**src/rtl/stdp_pkg.sv**
```systemverilog
// Shared types, default parameter values and weight clamp for the STDP learning block.
package stdp_pkg;

  typedef enum logic [0:0] {StIdle, StScan} stdp_state_e;

  localparam int unsigned DefNumPre   = 5;
  localparam int unsigned DefTw       = 8;
  localparam int unsigned DefWw       = 8;
  localparam int unsigned DefWin      = 16;
  localparam int unsigned DefLtpShift = 0;
  localparam int unsigned DefLtdShift = 0;
  localparam int unsigned DefWInit    = 128;

  function automatic int stdp_clamp(input int value, input int hi);
    if (value < 0) begin
      return 0;
    end else if (value > hi) begin
      return hi;
    end
    return value;
  endfunction

endpackage

```
**src/rtl/stdp_timer.sv**
```systemverilog
// Spike timer: cleared by a spike, otherwise counts up and holds at all-ones.
module stdp_timer #(
  parameter int unsigned TW = 8
) (
  input  logic          clk,
  input  logic          rst_n,
  input  logic          spike,
  output logic [TW-1:0] count
);

  logic [TW-1:0] count_q;

  // Reset to saturation so nothing looks like a recent spike.
  always_ff @(posedge clk) begin
    if (!rst_n) begin
      count_q <= '1;
    end else if (spike) begin
      count_q <= '0;
    end else if (count_q != '1) begin
      count_q <= count_q + TW'(1);
    end
  end

  assign count = count_q;

endmodule

```
**src/rtl/stdp_learn.sv**
```systemverilog
// Pair-based STDP weight learning: serial LTP scan on post spikes, immediate LTD on pre spikes.
// Define STDP_LTD_EN to build the LTD path; without it learning is LTP-only.
module stdp_learn
  import stdp_pkg::*;
#(
  parameter int unsigned NUM_PRE   = DefNumPre,
  parameter int unsigned TW        = DefTw,
  parameter int unsigned WW        = DefWw,
  parameter int unsigned WIN       = DefWin,
  parameter int unsigned LTP_SHIFT = DefLtpShift,
  parameter int unsigned LTD_SHIFT = DefLtdShift,
  parameter int unsigned W_INIT    = DefWInit,
  localparam int unsigned SelW     = (NUM_PRE > 1) ? $clog2(NUM_PRE) : 1
) (
  input  logic               clk,
  input  logic               rst_n,
  input  logic [NUM_PRE-1:0] pre_spike,
  input  logic               post_spike,
  input  logic [SelW-1:0]    sel,
  output logic [WW-1:0]      weight_out,
  output logic [TW-1:0]      dt_out,
  output logic               busy,
  output logic               update_done
);

  localparam int unsigned SumW = WW + 2;
  localparam int WMax = (1 << WW) - 1;
  localparam logic [SelW-1:0] LastIdx = SelW'(NUM_PRE - 1);

  logic [TW-1:0] pre_cnt [NUM_PRE];
  logic [TW-1:0] post_cnt;
  logic [TW-1:0] pre_dt  [NUM_PRE];
  logic [TW-1:0] post_dt;

  for (genvar g = 0; g < NUM_PRE; g++) begin : g_pre_timer
    stdp_timer #(.TW(TW)) u_timer (
      .clk   (clk),
      .rst_n (rst_n),
      .spike (pre_spike[g]),
      .count (pre_cnt[g])
    );
  end

  stdp_timer #(.TW(TW)) u_post_timer (
    .clk   (clk),
    .rst_n (rst_n),
    .spike (post_spike),
    .count (post_cnt)
  );

  function automatic logic [TW-1:0] sat_inc(input logic [TW-1:0] c);
    return (c == '1) ? c : c + TW'(1);
  endfunction

  // Timers hold the count as of the previous edge; +1 gives cycles elapsed up to this edge.
  always_comb begin
    post_dt = sat_inc(post_cnt);
    for (int i = 0; i < NUM_PRE; i++) begin
      pre_dt[i] = pre_spike[i] ? '0 : sat_inc(pre_cnt[i]);
    end
  end

  stdp_state_e     state_q;
  logic [SelW-1:0] idx_q;
  logic [TW-1:0]   snap_q [NUM_PRE];
  logic            busy_q;
  logic            done_q;

  // A post spike always (re)starts the scan, discarding any write pending for idx_q.
  always_ff @(posedge clk) begin
    if (!rst_n) begin
      state_q <= StIdle;
      idx_q   <= '0;
      busy_q  <= 1'b0;
      done_q  <= 1'b0;
      for (int i = 0; i < NUM_PRE; i++) begin
        snap_q[i] <= '1;
      end
    end else begin
      done_q <= 1'b0;
      if (post_spike) begin
        state_q <= StScan;
        idx_q   <= '0;
        busy_q  <= 1'b1;
        for (int i = 0; i < NUM_PRE; i++) begin
          snap_q[i] <= pre_dt[i];
        end
      end else if (state_q == StScan) begin
        if (idx_q == LastIdx) begin
          state_q <= StIdle;
          busy_q  <= 1'b0;
          done_q  <= 1'b1;
        end else begin
          idx_q <= idx_q + SelW'(1);
        end
      end
    end
  end

  logic [WW-1:0]          w_q       [NUM_PRE];
  logic [WW-1:0]          w_d       [NUM_PRE];
  logic signed [SumW-1:0] ltp_delta [NUM_PRE];
  logic signed [SumW-1:0] ltd_delta [NUM_PRE];
  logic signed [SumW-1:0] w_sum     [NUM_PRE];

  // LTP and LTD deltas for one channel are merged into a single clamped write.
  always_comb begin
    for (int i = 0; i < NUM_PRE; i++) begin
      ltp_delta[i] = '0;
      if (state_q == StScan && !post_spike && idx_q == SelW'(i) && snap_q[i] < TW'(WIN)) begin
        ltp_delta[i] = SumW'((WIN - 32'(snap_q[i])) >> LTP_SHIFT);
      end
`ifdef STDP_LTD_EN
      ltd_delta[i] = '0;
      if (pre_spike[i] && !post_spike && post_dt < TW'(WIN)) begin
        ltd_delta[i] = SumW'((WIN - 32'(post_dt)) >> LTD_SHIFT);
      end
`else
      ltd_delta[i] = '0;
`endif
      w_sum[i] = $signed({2'b00, w_q[i]}) + ltp_delta[i] - ltd_delta[i];
      w_d[i]   = WW'(stdp_clamp(int'(w_sum[i]), WMax));
    end
  end

  always_ff @(posedge clk) begin
    if (!rst_n) begin
      for (int i = 0; i < NUM_PRE; i++) begin
        w_q[i] <= WW'(W_INIT);
      end
    end else begin
      for (int i = 0; i < NUM_PRE; i++) begin
        w_q[i] <= w_d[i];
      end
    end
  end

  logic [WW-1:0] weight_out_q;
  logic [TW-1:0] dt_out_q;

  always_ff @(posedge clk) begin
    if (!rst_n) begin
      weight_out_q <= '0;
      dt_out_q     <= '0;
    end else if (32'(sel) < NUM_PRE) begin
      weight_out_q <= w_q[sel];
      dt_out_q     <= pre_cnt[sel];
    end else begin
      weight_out_q <= '0;
      dt_out_q     <= '0;
    end
  end

  assign weight_out  = weight_out_q;
  assign dt_out      = dt_out_q;
  assign busy        = busy_q;
  assign update_done = done_q;

endmodule

```
**config.mk**
```make
export PLATFORM = sky130hd
export DESIGN_NAME = stdp_learn
export DESIGN_NICKNAME = d
export VERILOG_FILES = /design/src/rtl/stdp_pkg.sv /design/src/rtl/stdp_timer.sv /design/src/rtl/stdp_learn.sv
export SDC_FILE = /design/constraint.sdc
export NUM_CORES = 1
export LEC_CHECK = 0
export BUFFER_PORTS_ARGS = -buffer_cell sky130_fd_sc_hd__buf_2
export CAP_MARGIN = 10
export CORE_UTILIZATION = 34
export CTS_CLUSTER_DIAMETER = 200
export DETAILED_ROUTE_END_ITERATION = 7
export GPL_TIMING_DRIVEN = 0
export PLACE_DENSITY_LB_ADDON = 0.12
export SLEW_MARGIN = 20
export SYNTH_ARGS = -nofsm -noshare
export SYNTH_HDL_FRONTEND = slang
export SYNTH_SLANG_ARGS = --single-unit
export TNS_END_PERCENT = 10
```
**constraint.sdc**
```tcl
create_clock -name clk -period 9 [get_ports clk]
set_input_delay 0.9 -clock clk [delete_from_list [all_inputs] [get_ports clk]]
set_output_delay 0.9 -clock clk [all_outputs]
set_load 0.1 [all_outputs]
```
; ---- After elaboration in Yosys (flattened, before gate mapping)
; Memories as Yosys holds them, arrays and structs flattened. A register that Yosys moved wholly into a read port is not among the register bits.
; Index checks and enable logic that the tools add are counted.
[word_totals]
regBits = 54
latchBits = 0
ramBits = 80
mem_bits_ro = 0
input_bits = 11
output_inout_bits = 18
elab_cells = 174
mem_count = 2
[op_classes]
addsub = 16
mul = 0
div = 0
n_lt_le_gt_ge = 17
n_eq_ne = 14
shift = 0
muxes = 75
bitwise_logic = 14
n_reduce_logical = 26
[memory_table]
columns = memory, depth, width, rd, rd_clocked_by_memory_dff, write_ports, line
row1 = snap_q, 5, 8, 5, 0, 5, stdp_learn.sv:65  ; logic [TW-1:0] snap_q [NUM_PRE];
row2 = w_q, 5, 8, 6, 1, 5, stdp_learn.sv:100  ; logic [WW-1:0] w_q [NUM_PRE];
[op_table]
columns = cell, count
row1 = 2-to-1 mux 8 bit, 47
row2 = adder 9 x 10 -> 10 bit, 5
row3 = "> comparator 10 x 9 -> 1 bit, second input constant", 5
row4 = "< comparator 10 x 1 -> 1 bit, second input constant", 5
row5 = 2-to-1 mux 10 bit, 5
row6 = "subtractor 5 x 8 -> 9 bit, first input constant", 5
row7 = "adder 8 x 1 -> 8 bit, second input constant", 5
row8 = "== test 8 bit, second input constant", 5
row9 = "< comparator 8 x 5 -> 1 bit, second input constant", 5
row10 = "inequality test 8 bit, second input constant", 5
row11 = binary-select mux 8 bit (select 3 bit), 1
row12 = 2-to-1 mux 1 bit, 22
row13 = nonzero test 2 bit, 7
row14 = logical AND 1 bit, 11
row15 = bitwise OR 1 bit, 10
row16 = "== test 3 x 2 -> 1 bit, second input constant", 2
row17 = AND reduction 2 bit, 3
row18 = "greater-or-equal comparator 4 bit, second input constant", 1
row19 = inverter 3 -> 4 bit, 1
row20 = "adder 3 x 1 -> 3 bit, second input constant", 1
row21 = "== test 3 x 1 -> 1 bit, second input constant", 1
row22 = "== test 3 bit, second input constant", 1
row23 = logical NOT 3 bit, 1
row24 = "< comparator 3 bit, second input constant", 1
row25 = 4 further kinds, 7

; ---- Longest topological paths before layout
; Gate-level depths: netlist (run 1).
[logic_depth]
ltp_word = 11
ltp_mapped = 14

; ---- Modules after synthesis
; A second synthesis (run 1) with hierarchy kept.
[unflattened]
cells_unflattened = 922
area_unflattened_um2 = 8848.5
[modules_own_cells]
columns = module, instances, cells_per_inst, area_each_um2
row1 = stdp_learn, 1, 717, 6934.2
row2 = stdp_timer, 5, 41, 382.9

; ---- Worst setup path after synthesis (run 1)
; No wires, ideal clock.
[synth_timing]
path_kind = input-to-reg
from = input post_spike
to = memory w_q[0][7] (netlist bit)
setup_time_ns = 0.120
arrival_time_ns = 3.406
t_required_ns = 8.880
path_slack_ns = 5.474
stages = 13
path_cell_list = buf_2 nor3b_2 o211ai_1 a31oi_1 and2_1 ha_1 fa_1 a211oi_1 o21bai_1 a211o_1 a21oi_1 xnor2_1 o31a_1
[synth_rtl]
columns = element, line
row1 = "start, declared", stdp_learn.sv:18  ; input logic post_spike,
row2 = "end, declared", stdp_learn.sv:100

==> results of run 1 <==
worst min-delay path: cells and delay by family (launching register included):
family	cells	cell delay, ns
DFF	1	0.32
AOI/OAI and AO/OA	1	0.05
and+or+nand+nor	1	0.06
cell usage after synthesis, types with 8 or more instances:
| cell | n | area share, % |
|---|---|---|
| and3_1 | 14 | 1.1 |
| xor2_1 | 29 | 3.1 |
| ha_1 | 55 | 8.5 |
| a22oi_1 | 8 | 0.74 |
| nand3_1 | 22 | 1.4 |
| dfxtp_1 | 102 | 25 |
| o21a_1 | 19 | 1.8 |
| xnor2_1 | 40 | 4.3 |
| a21oi_1 | 65 | 4.0 |
| o21ai_0 | 49 | 3.0 |
| a21o_1 | 23 | 2.1 |
| edfxtp_1 | 40 | 15 |
| o211ai_1 | 27 | 2.5 |
| inv_1 | 35 | 1.6 |
| mux2i_1 | 12 | 1.5 |
| nor2_1 | 72 | 3.3 |
| a211oi_1 | 13 | 1.2 |
| and2_1 | 8 | 0.62 |
| clkbuf_1 | 24 | 1.1 |
| nor3_1 | 16 | 0.99 |
| nand2_1 | 46 | 2.1 |
| mux4_2 | 16 | 4.5 |
metrics by stage:
stage,power [mW],utilization [%],hold slack (ns)
floorplan,1.01,-,0.445
global placement,1.09,36.9,0.475
detailed placement,1.09,37.0,0.473
CTS,1.81,39.5,0.482
global route,1.87,39.5,0.497
finish,1.78,39.5,0.475
worst max path at each step:
stage                                from              endpoint  slack (ns)  cells past startpoint
floorplan                      post_spike  w_q[0][7]$_SDFF_PN1_        5.47                     13
CTS                            post_spike  w_q[0][7]$_SDFF_PN1_        5.25                     12
global route        idx_q[1]$_SDFFE_PP0P_  w_q[0][7]$_SDFF_PN1_        4.84                     13
finish                         post_spike  w_q[0][7]$_SDFF_PN1_        5.22                     12
global placement               post_spike  w_q[0][7]$_SDFF_PN1_        4.78                     12
detailed placement             post_spike  w_q[0][7]$_SDFF_PN1_        4.81                     12
state kept, by name, indices dropped and copies added, names as in the netlist:
signal                     count
idx_q                          3
weight_out                     8
busy                           1
snap_q                        40
w_q                           40
g_pre_timer.u_timer.count     40
state_q                        1
dt_out                         8
update_done                    1
area by class of cell:
| type | instances | area (um^2) | share of cell area (%) |
|---|---|---|---|
| Inverter | 37 | 139 | 1.50 |
| Sequential cell | 142 | 3240 | 35.1 |
| Buffer | 27 | 105 | 1.14 |
| Tap cell | 319 | 399 | 4.32 |
| Multi-Input combinational cell | 636 | 4630 | 50.1 |
| Clock inverter | 14 | 159 | 1.72 |
| Timing Repair Buffer | 25 | 140 | 1.52 |
| Clock buffer | 18 | 429 | 4.64 |
layout by cell type (no fill, tap or decap), types with 4 or more instances in the layout:
cell type / Yosys / final
a211oi_1: 13 / 13
a21o_1: 23 / 23
a21oi_1: 65 / 65
a22oi_1: 8 / 8
a31oi_1: 6 / 6
and2_1: 8 / 8
and3_1: 14 / 14
buf_2: 3 / 27
clkbuf_1: 24 / 25
clkbuf_16: 0 / 17
conb_1: 1 / 10
dfxtp_1: 102 / 102
edfxtp_1: 40 / 40
fa_1: 5 / 5
ha_1: 55 / 55
inv_1: 35 / 35
mux2i_1: 12 / 12
mux4_2: 16 / 16
nand2_1: 46 / 46
nand2b_1: 7 / 6
nand3_1: 22 / 22
nand3b_1: 4 / 4
nand4_1: 5 / 5
nor2_1: 72 / 72
nor3_1: 16 / 16
nor4b_1: 4 / 4
o211ai_1: 27 / 27
o21a_1: 19 / 19
o21ai_0: 49 / 49
o21bai_1: 6 / 6
o22ai_1: 4 / 4
o311ai_0: 4 / 4
o31ai_1: 5 / 5
xnor2_1: 40 / 40
xor2_1: 29 / 29
cell families (layout without fill, tap and decap cells):
| kind of cell | after synthesis | in the layout |
|---|---|---|
| compound gates | 245 | 245 |
| xor+xnor | 70 | 70 |
| fa+ha+maj | 60 | 60 |
| buf+inv | 64 | 121 |
| flops | 142 | 142 |
| mux | 30 | 30 |
| other cells | 1 | 10 |
| simple gates | 221 | 221 |
routing by layer:
| layer | GRT usage (%) | share of wire (%) |
|---|---|---|
| met5 | 0 | 0 |
| met4 | 5.84 | 1.9 |
| met3 | 3.33 | 2.4 |
| met2 | 27.3 | 44 |
| met1 | 25.2 | 52 |
power by group:
part / internal [mW] / total (mW) / switching (mW)
clock network: 0.413 / 0.706 / 0.293
registers: 0.716 / 0.767 / 0.0507
logic: 0.120 / 0.311 / 0.191
total: 1.25 / 1.78 / 0.534
==> flow_metrics.tcl, run 1 <==
set metrics [dict create \
    row_count 56 \
    cts_tree "done" \
    hold_viol 0 \
    yosys_warnings 0 \
    totalWireLength_mm 20.6 \
    worstPathArrival_ns 4.10 \
    layout-drive-gt1-share_pct 10.2 \
    cts_resized 0 \
    grt_max_degree 32 \
    finalClockSkew_ns 0.0140 \
    synth-simple-area-share_pct 13.9 \
    yosys_register_bits 142 \
    peakVddDrop_mv 0.116 \
    fill_cells 2401 \
    hold_buffers 0 \
    initial_core_util_pct 34.5 \
    hpwl_mm 16.4 \
    syn_inst 833 \
    antenna_found_initial 0 \
    slew_viol_final 0 \
    die-area_um2 24400 \
    drt-wirelength-per-cell_um 16.9 \
    period_share_pct 42.0 \
    fin_crit_ns 3.78 \
    synth_xor_area_share_pct 7.68 \
    post-cts-setup-buffers 0 \
    grt_overflow 0 \
    dr.pass1.iters 5 \
    cp-start-kind "input port" \
    place_area_um2 8660 \
    worst_r2r_path_depth 13 \
    critPathBufInv 1 \
    place_inst 1186 \
    place_ws_ns 4.81 \
    synthAdderAreaFrac_pct 9.75 \
    max-slew-margin-rel_pct 42.7 \
    cpPeakStageDelay_ns 0.42 \
    drcViolationCount 0 \
    hp-class "register to register" \
    fmax_mhz 265 \
    cts_made_buffers 17 \
    place.gp.congestion 0.854 \
    ys_seq_area_share_pct 40.1 \
    postSynthAreaPerCell_um2 9.70 \
    dieWidth_um 156 \
    port_buffers 24 \
    ant_nets 0 \
    cts_htree_levels 4 \
    async_flop_share_pct 0 \
    holdPathStages 2 \
    synth_edf_count 40 \
    min_to "weight_out[5]$_SDFF_PN0_" \
    worstHoldStart "w_q[4][5]$_SDFF_PN0_" \
    clk_pin_slew_ns 0.06 \
    stdcell_count 1218 \
    drv_cap 0 \
    synthToLayoutAreaGrowth_pct 14.4 \
    cts.sinks 142 \
    setup_viol 0 \
    path_cells "buf_2 > nor3b_2 > o211ai_1 > a31oi_1 > nor3b_1 > ha_1 > o21ai_0 > o21bai_1 > a211o_1 > a21oi_1 > xnor2_1 > o31a_1" \
    core_um2 23400 \
    synth_area_um2 8080 \
    r2r-end "w_q[0][7]$_SDFF_PN1_" \
    worst_slack_ns 5.22 \
    rsz0062_at_grt "false" \
    synthFlopType "dfxtp_1" \
    crit_type "input port to register" \
    grt_pass1_wl_mm 32.6 \
    cp_max_fo 10 \
    r2r-start "idx_q[0]$_SDFFE_PP0P_" \
    clk_latency_ns 0.43 \
    synth_mux_area_share_pct 6.22 \
    critPathRequiredTime_ns 9.32 \
    cts_buffer_depth 2 \
    cp_slowest_cell "nor3b_2" \
    synth_cell_types 63 \
    io-pin-count 29 \
    tns_ns 0 \
    grt_pass1_vias 5845 \
    crit_path_end_kind "register" \
    clockRootBuffer "clkbuf_16" \
    synth_compound_area_share_pct 19.3 \
    fp.dieH_um 156 \
    nets 957 \
    diodes 0 \
    run_status "complete, no violations" \
    grt.total_usage_pct 17.8 \
    num_vias 6184 \
    critical-path-top-delay-family "compound AO/OA/AOI/OAI gates" \
    worst_slew_pin_slew_ns 0.852 \
    p_leak_nw 3.79 \
    powerDensity_nw_per_um2 193 \
    ff2ff_setup_slack_ns 5.24 \
    synth_top_family_by_area "compound AO/OA/AOI/OAI gates" \
    avgViaCountPerCell 5.08 \
    design_area_um2 9250 \
    drt_first_iter_violations 311 \
]
Note: power is estimated with default switching activity, not from simulation.
==> run 2, diff against run 1 <==
clock period = 3.19 ns   (was 9 ns; I/O delays follow)
==> run 2 against run 1 <==
Against the previous run: final cell count is 1.6% higher; sequential share of layout area down 1.9 points; flip-flop and latch count is the same; critical path depth up 1; highest routed layer unchanged; routed wire length up 2.3%; combinational power rose to 3.0 times the previous value; via count is 1.9% higher.
==> flow_metrics.tcl, run 2 (synthesis gave the netlist of run 1 again) <==
set metrics [dict create \
    p_sw_mw 1.55 \
    ant_nets 0 \
    drt_first_iter_violations 310 \
    drv_cap 0 \
    p_clk_share_pct 39.1 \
    path_cells "inv_2 > ha_4 > nor3_2 > o211ai_1 > nor2_2 > ha_4 > fa_2 > a211oi_2 > o21ai_1 > a21o_1 > a21oi_4 > xnor2_4 > a21oi_1" \
    dr.pass1.iters 4 \
    cts.sinks 142 \
    place.gp.congestion 0.854 \
    internal_power_mw 3.56 \
    worstPathArrival_ns 3.44 \
    die-area_um2 24400 \
    grt.total_usage_pct 18.1 \
    port_buffers 24 \
    total_power_mw 5.11 \
    core_um2 23400 \
    max-slew-margin-rel_pct 42.8 \
    nets 977 \
    synthToLayoutAreaGrowth_pct 21.1 \
    place_area_um2 8660 \
    drt-wirelength-per-cell_um 17.0 \
    cpPeakStageDelay_ns 0.45 \
    hp-class "input port to register" \
    clockRootBuffer "clkbuf_16" \
    drcViolationCount 0 \
    diodes 0 \
    cpMostUsedCell "ha_4" \
    hold_viol 0 \
    cts_made_buffers 17 \
    fp.dieH_um 156 \
    p_leak_nw 3.94 \
    cp_slowest_cell "o211ai_1" \
    period_share_pct 98.5 \
    comb_power_share_pct 18.4 \
    grt_pass1_wl_mm 33.0 \
    cp-start-kind "register" \
    worst_slew_pin_slew_ns 0.852 \
    seq_power_share_pct 42.4 \
    crit_path_end_kind "register" \
    crit_type "register to register" \
    io-pin-count 29 \
    grt_max_degree 32 \
    avgViaCountPerCell 5.09 \
    dieWidth_um 156 \
    layout-drive-gt1-share_pct 19.3 \
    cts_tree "done" \
    final_cell_mix "dfxtp_1 (100), nor2_1 (61), a21oi_1 (56)" \
    critPathRequiredTime_ns 3.49 \
    design_area_um2 9790 \
    grt_pass1_vias 5944 \
    rsz0062_at_grt "true" \
    run_status "complete, no violations" \
    swShare_pct 30.3 \
    setup_viol 0 \
    hold_buffers 0 \
    totalWireLength_mm 21.1 \
    num_vias 6300 \
    fin_crit_ns 3.14 \
    powerDensity_nw_per_um2 522 \
    clk_pin_slew_ns 0.07 \
    critical-path-top-delay-family "compound AO/OA/AOI/OAI gates" \
    fmax_mhz 318 \
    final_common_cell "dfxtp_1" \
    cts_buffer_depth 2 \
    cts_htree_levels 4 \
    slew_viol_final 0 \
    hpwl_mm 16.4 \
    antenna_found_initial 0 \
    initial_core_util_pct 34.5 \
    cp_max_fo 7 \
    clk_latency_ns 0.43 \
    peakVddDrop_mv 0.338 \
    finalClockSkew_ns 0.0109 \
    grt_overflow 0 \
    critPathBufInv 1 \
    row_count 56 \
]
[run 2: final timing paths]
check	start	end	slack, ns	cells after the start
worst max-delay path	snap_q[0][8]$_SDFFCE_PN1P_	w_q[1][1]$_SDFF_PN0_	0.05	13
worst min-delay path	pre_spike[1]	g_pre_timer[1].u_timer.count[6]$_SDFFE_PN1P_	0.17	2
worst max register to register	snap_q[0][8]$_SDFFCE_PN1P_	w_q[1][1]$_SDFF_PN0_	0.05	13
worst min register to register	w_q[4][5]$_SDFF_PN0_	weight_out[5]$_SDFF_PN0_	0.48	2
[run 2: routing by layer]
layer  part of all wire [%]  wire [um]  GRT usage (%)
met2                     44       9360           27.9
met3                    2.2        470           3.33
met5                      0          0              0
met4                    2.0        422           5.84
met1                     51      10800           25.3
[run 2: repair_timing]
action                     in CTS  in global routing
setup endpoints to repair      40                 40
pin swaps                      11                 33
setup buffers                   5                 15
resized for setup              38                 51
[run 2: layout make-up]
class	count	area, um^2
fill	2366	13600
multi-input combinational	636	5020
sequential	142	3250
clock buffer	18	429
tap	319	399
timing repair buffer	45	292
clock inverter	14	159
inverter	37	139
buffer	27	105
[run 2: metrics by stage]
step,setup slack (ns),setup TNS (ns),std cells,hold WS (ns),utilization (%)
floorplan,0.0170,0,842,0.423,-
global placement,-0.508,-10.66,1185,0.475,36.9
detailed placement,-0.481,-10.25,1186,0.473,37.0
CTS,0.00373,0,1223,0.148,40.5
global route,-0.0808,-0.806,1238,0.174,41.8
finish,0.0493,0,1238,0.168,41.8
[run 2: power groups by stage]
stage	clock network (mW)	registers, mW	logic [mW]
floorplan	0	2.26	0.578
global placement	0	2.21	0.872
detailed placement	0	2.21	0.873
CTS	2.05	2.17	0.905
global route	2.12	2.19	1.04
finish	2.00	2.17	0.943
